==> config.mk <==
export PLATFORM = sky130hd
export DESIGN_NAME = sum_accumulator_32
export DESIGN_NICKNAME = d
export VERILOG_FILES = /design/src/rtl/sum_accumulator_32_pkg.sv /design/src/rtl/sum_accumulator_32_adder.sv /design/src/rtl/sum_accumulator_32.sv
export SDC_FILE = /design/constraint.sdc
export NUM_CORES = 1
export LEC_CHECK = 0
export CAP_MARGIN = 20
export CORE_MARGIN = 2
export CORE_UTILIZATION = 61
export DETAILED_ROUTE_END_ITERATION = 10
export GPL_TIMING_DRIVEN = 1
export PLACE_DENSITY = 0.95
export SYNTH_ARGS = -nofsm -noshare
export SYNTH_HDL_FRONTEND = slang
export SYNTH_SLANG_ARGS = --single-unit
==> constraint.sdc <==
create_clock -name clk -period 6.1 [get_ports clk]
set_input_delay 1.22 -clock clk [delete_from_list [all_inputs] [get_ports clk]]
set_output_delay 1.22 -clock clk [all_outputs]
set_load 0.02 [all_outputs]
==> src/rtl/sum_accumulator_32_pkg.sv <==
// Shared definitions for the packet summation stage.
//   DATA_W  : datapath width of words and sums
//   state_t : ACCUM (taking beats) / HOLD (presenting a finished result)
package sum_accumulator_32_pkg;
  localparam int DATA_W = 32;

  typedef enum logic {
    ACCUM = 1'b0,
    HOLD  = 1'b1
  } state_t;
endpackage

==> src/rtl/sum_accumulator_32_adder.sv <==
// Adder_32: pure combinational 32-bit adder, no carry-out.
//   A, B : operands
//   S    : A + B mod 2**32
module Adder_32
  import sum_accumulator_32_pkg::*;
(
  input  logic [DATA_W-1:0] A,
  input  logic [DATA_W-1:0] B,
  output logic [DATA_W-1:0] S
);
  assign S = A + B;
endmodule

==> src/rtl/sum_accumulator_32.sv <==
// sum_accumulator_32: sums a valid/ready stream of 32-bit words per packet and
// presents one registered {sum, count, ovf} result per packet.
//   clk, rst             : clock, synchronous active-high reset
//   clr                  : abort packet in progress (ignored in HOLD)
//   in_valid/in_ready    : input handshake; in_data word, in_last ends packet
//   out_valid/out_ready  : result handshake
//   out_sum              : packet sum mod 2**32
//   out_count            : beats in packet, saturating at 2**CNT_W-1
//   out_ovf              : at least one carry out of bit 31 in the packet
module sum_accumulator_32
  import sum_accumulator_32_pkg::*;
#(
  parameter int CNT_W = 16
) (
  input  logic              clk,
  input  logic              rst,
  input  logic              clr,
  input  logic              in_valid,
  output logic              in_ready,
  input  logic [DATA_W-1:0] in_data,
  input  logic              in_last,
  output logic              out_valid,
  input  logic              out_ready,
  output logic [DATA_W-1:0] out_sum,
  output logic [CNT_W-1:0]  out_count,
  output logic              out_ovf
);
  state_t             state;
  logic [DATA_W-1:0]  acc;
  logic [DATA_W-1:0]  sum;
  logic [CNT_W-1:0]   count;
  logic [CNT_W-1:0]   count_nxt;
  logic               ovf;
  logic               carry;
  logic               beat;

  Adder_32 u_add (
    .A (acc),
    .B (in_data),
    .S (sum)
  );

  // Adder has no carry-out; a wrapped unsigned sum is smaller than either operand.
  assign carry     = (sum < acc);
  assign count_nxt = (count == {CNT_W{1'b1}}) ? count : count + 1'b1;
  assign in_ready  = (state == ACCUM) & ~clr;
  assign beat      = in_valid & in_ready;

  always_ff @(posedge clk) begin
    if (rst) begin
      state     <= ACCUM;
      acc       <= '0;
      count     <= '0;
      ovf       <= 1'b0;
      out_valid <= 1'b0;
      out_sum   <= '0;
      out_count <= '0;
      out_ovf   <= 1'b0;
    end else begin
      case (state)
        ACCUM: begin
          out_valid <= 1'b0;
          if (clr) begin
            acc   <= '0;
            count <= '0;
            ovf   <= 1'b0;
          end else if (beat) begin
            if (in_last) begin
              // Commit result and start the next packet from zero.
              out_sum   <= sum;
              out_count <= count_nxt;
              out_ovf   <= ovf | carry;
              out_valid <= 1'b1;
              acc       <= '0;
              count     <= '0;
              ovf       <= 1'b0;
              state     <= HOLD;
            end else begin
              acc   <= sum;
              count <= count_nxt;
              ovf   <= ovf | carry;
            end
          end
        end
        HOLD: begin
          // No bypass: the next packet starts the cycle after the handoff.
          if (out_ready) begin
            out_valid <= 1'b0;
            state     <= ACCUM;
          end
        end
        default: state <= ACCUM;
      endcase
    end
  end
endmodule
==> impl_metrics.ini <==
[run_status]
outcome = complete, no violations

[detailed_routing]
drc = 0
via_per_inst = 6.31
vias = 6772
drt_iter0_drc = 550
wl_per_cell_um = 16.8
detail-route-antenna-nets = 0
firstDrtPassIters = 6
finalWirelength_um = 18000

[timing]
whs_ns = 0.462
slew_viol_final = 0
fin_worst_skew_ns = 0.0126
tns_ns = 0
fin_crit_ns = 5.01
setup_viol = 0
post-route-period-util_pct = 82.2
rsz0062_at_grt = no
fmaxAchievable_mhz = 199
worst_pin_slew_ns = 0.934
max_slew_margin_pct = 37.8
hold_viol = 0

[floorplanning]
rows = 38
dieArea_um2 = 12000
start_util_pct = 62.7
die_h_um = 110
io_pins = 89
core-area_um2 = 10900
die_x_um = 110

[clocking]
cts_hold_buf = 0
root_buffer = clkbuf_8
cts_tree = done
cts.clk_slew.worst_paths_ns = 0.11
cts_setup_buffers = 0
clock_latency_ns = 0.39
clkSinkCount = 100
cts_resized = 0
cts_max_level = 3
cts_buffers = 9
clockBufferDepth = 2

[global_route]
grt_pass1_wl_um = 29500
grt_max_degree = 78
grt_pass1_vias = 6210
grtUsageTotal_pct = 30.8
antenna_found_initial = 0
overflow = 0

[placed_design]
port_buffers = 88
place_area_um2 = 7740
dpl.hpwl_um = 13000
routabilityCongestion = 0.949

[yosys]
synth_xor_area_share_pct = 3.85
synth_top_family_by_area = compound AO/OA/AOI/OAI gates
yosysWarnings = 0
syn_nets = 971
syn-instance-count = 868
seq_area_frac_synth_pct = 29.3
synth-edff-count = 0
synthArstFlopShare_pct = 0
synth_compound_area_share_pct = 28.3
synth_mux_area_share_pct = 0.293
ys_ff_latch = 100
yosysUniqueCellTypes = 64
synth-simple-area-share_pct = 20.7
synth.avg_cell_area_um2 = 7.86
syn_area_um2 = 6820
ys.flop_type = dfxtp_1
synth_adder_area_share_pct = 12.0

[layout]
nFillCells = 835
syn_to_final_growth_pct = 16.4
mostFrequentLayoutCells = 100 x dfxtp_1, 87 x nand2_1, 87 x clkdlybuf4s50_1, 79 x a21oi_1, 73 x nor2_1
layout_commonest_cell = dfxtp_1
diodes = 0
nets = 1031
finish.utilization_pct = 72.9
drive_gt1_share_pct = 4.18
postLayoutCellArea_um2 = 7940

[setup_path]
r2r_start = acc[0]$_SDFFE_PP0P_
r2r_setup_slack_ns = 2.05
r2r_end = out_ovf$_SDFFE_PP0P_
cp.arrival_ns = 5.32
cp-start-kind = primary input
reg2regPathDepth = 17
worstPathMaxFanout = 5
worstSetupPathType = primary input to flip-flop
cp-end-kind = flip-flop
cp.required_ns = 6.41

[power_and_ir_drop]
power.total_uw = 1450
powerDensity_nw_per_um2 = 183
ir_worst_vdd_uv = 145
leakagePower_uw = 0.00306

[worst_hold_path]
min_path_type = flip-flop to flip-flop
min_to = out_sum[6]$_SDFFE_PP0P_
hp-start = out_sum[6]$_SDFFE_PP0P_
holdPathStages = 2

[run]
drv_cap = 0
## flip-flops by register name, summed over array words and instances, names as in the netlist
name       flops
count         16
out_ovf        1
ovf            1
out_sum       32
acc           32
state          1
out_count     16
out_valid      1
## cells in the mapped netlist, drive strengths merged (2+ instances only)
cell,number,area share (%)
a22oi,15,1.7
o21ai,34,2.5
a22o,12,1.5
ha,64,12
clkbuf,36,2.0
a21oi,80,5.9
o2111ai,4,0.51
o31ai,7,0.92
a21boi,7,0.77
nor3,16,1.2
o21bai,5,0.55
o311ai,3,0.50
or4,3,0.33
a21o,33,3.6
xor2,14,1.8
a311oi,3,0.39
a2111oi,3,0.57
nand4,17,1.6
a31oi,9,0.83
nor4,3,0.37
inv,48,2.6
dfxtp,100,29
a32oi,2,0.26
nand3b,2,0.22
nor2b,5,0.46
o211a,2,0.29
a32o,2,0.29
or2,3,0.28
a211oi,26,3.2
nand2b,3,0.28
o21a,9,0.99
xnor2,16,2.1
nand3,35,2.6
o211ai,19,2.1
and2,11,1.0
and3,18,1.7
and4,5,0.64
buf,9,0.79
or3,14,1.3
mux2i,2,0.29
nor2,73,4.0
nand2,87,4.8
## cell type report
| cell class | count | area (um^2) | area share [%] |
|---|---|---|---|
| multi-input cells | 675 | 4460 | 56.2 |
| flip-flops and latches | 100 | 2000 | 25.2 |
| repair buffers | 94 | 921 | 11.6 |
| inverters | 48 | 180 | 2.27 |
| well taps | 140 | 175 | 2.21 |
| clock buffers | 9 | 124 | 1.56 |
| clock inverters | 7 | 76.3 | 0.961 |
## kinds of logic after synthesis
group	Yosys count
muxes	2
AOI/OAI and AO/OA	282
adders and majority gates	65
buffers and inverters	93
and+or+nand+nor	296
DFF	100
xor gates and xnor gates	30
## stage by stage
stage,std cells,setup WS (ns)
after detailed placement,1057,0.728
after floorplan,868,1.65
final,1073,1.09
after global placement,1057,0.818
after CTS,1073,1.12
after global routing,1073,0.675
## report_power, final
group | switching, uW | total [uW] | internal [uW]
registers | 12.0 | 683 | 671
logic | 184 | 319 | 135
clock network | 256 | 447 | 192
total | 452 | 1450 | 997
## per-layer routing
layer	track usage, %	vias up	wire, um
met5	0	-	0
met4	10.6	0	437
met3	6.64	52	1480
met2	51.1	311	8330
met1	39.6	3119	7790
li1	-	3290	-
## worst max path at each step
stage / endpoint / from / slack [ns] / depth (start not counted)
finish: out_ovf$_SDFFE_PP0P_ / in_data[0] / 1.09 / 18
CTS: out_ovf$_SDFFE_PP0P_ / in_data[0] / 1.12 / 18
global route: out_ovf$_SDFFE_PP0P_ / in_data[0] / 0.68 / 18
global placement: out_ovf$_SDFFE_PP0P_ / in_data[0] / 0.82 / 18
floorplan: out_ovf$_SDFFE_PP0P_ / in_data[0] / 1.65 / 17
detailed placement: out_ovf$_SDFFE_PP0P_ / in_data[0] / 0.73 / 18
## critical path, cell delays in order
cell             delay, ns
clkdlybuf4s50_1       0.49
ha_1                  0.21
inv_1                 0.07
fa_1                  0.42
nor2b_1               0.19
o31ai_2               0.12
a21o_1                0.25
a2111oi_2             0.53
o31ai_1               0.16
and2_1                0.18
ha_1                  0.18
a21o_1                0.17
a21o_1                0.16
a21oi_1               0.17
nand2_1               0.14
a211oi_1              0.30
a2111oi_0             0.15
nor4_1                0.22
No activity file was read; power rests on OpenSTA's default activity.
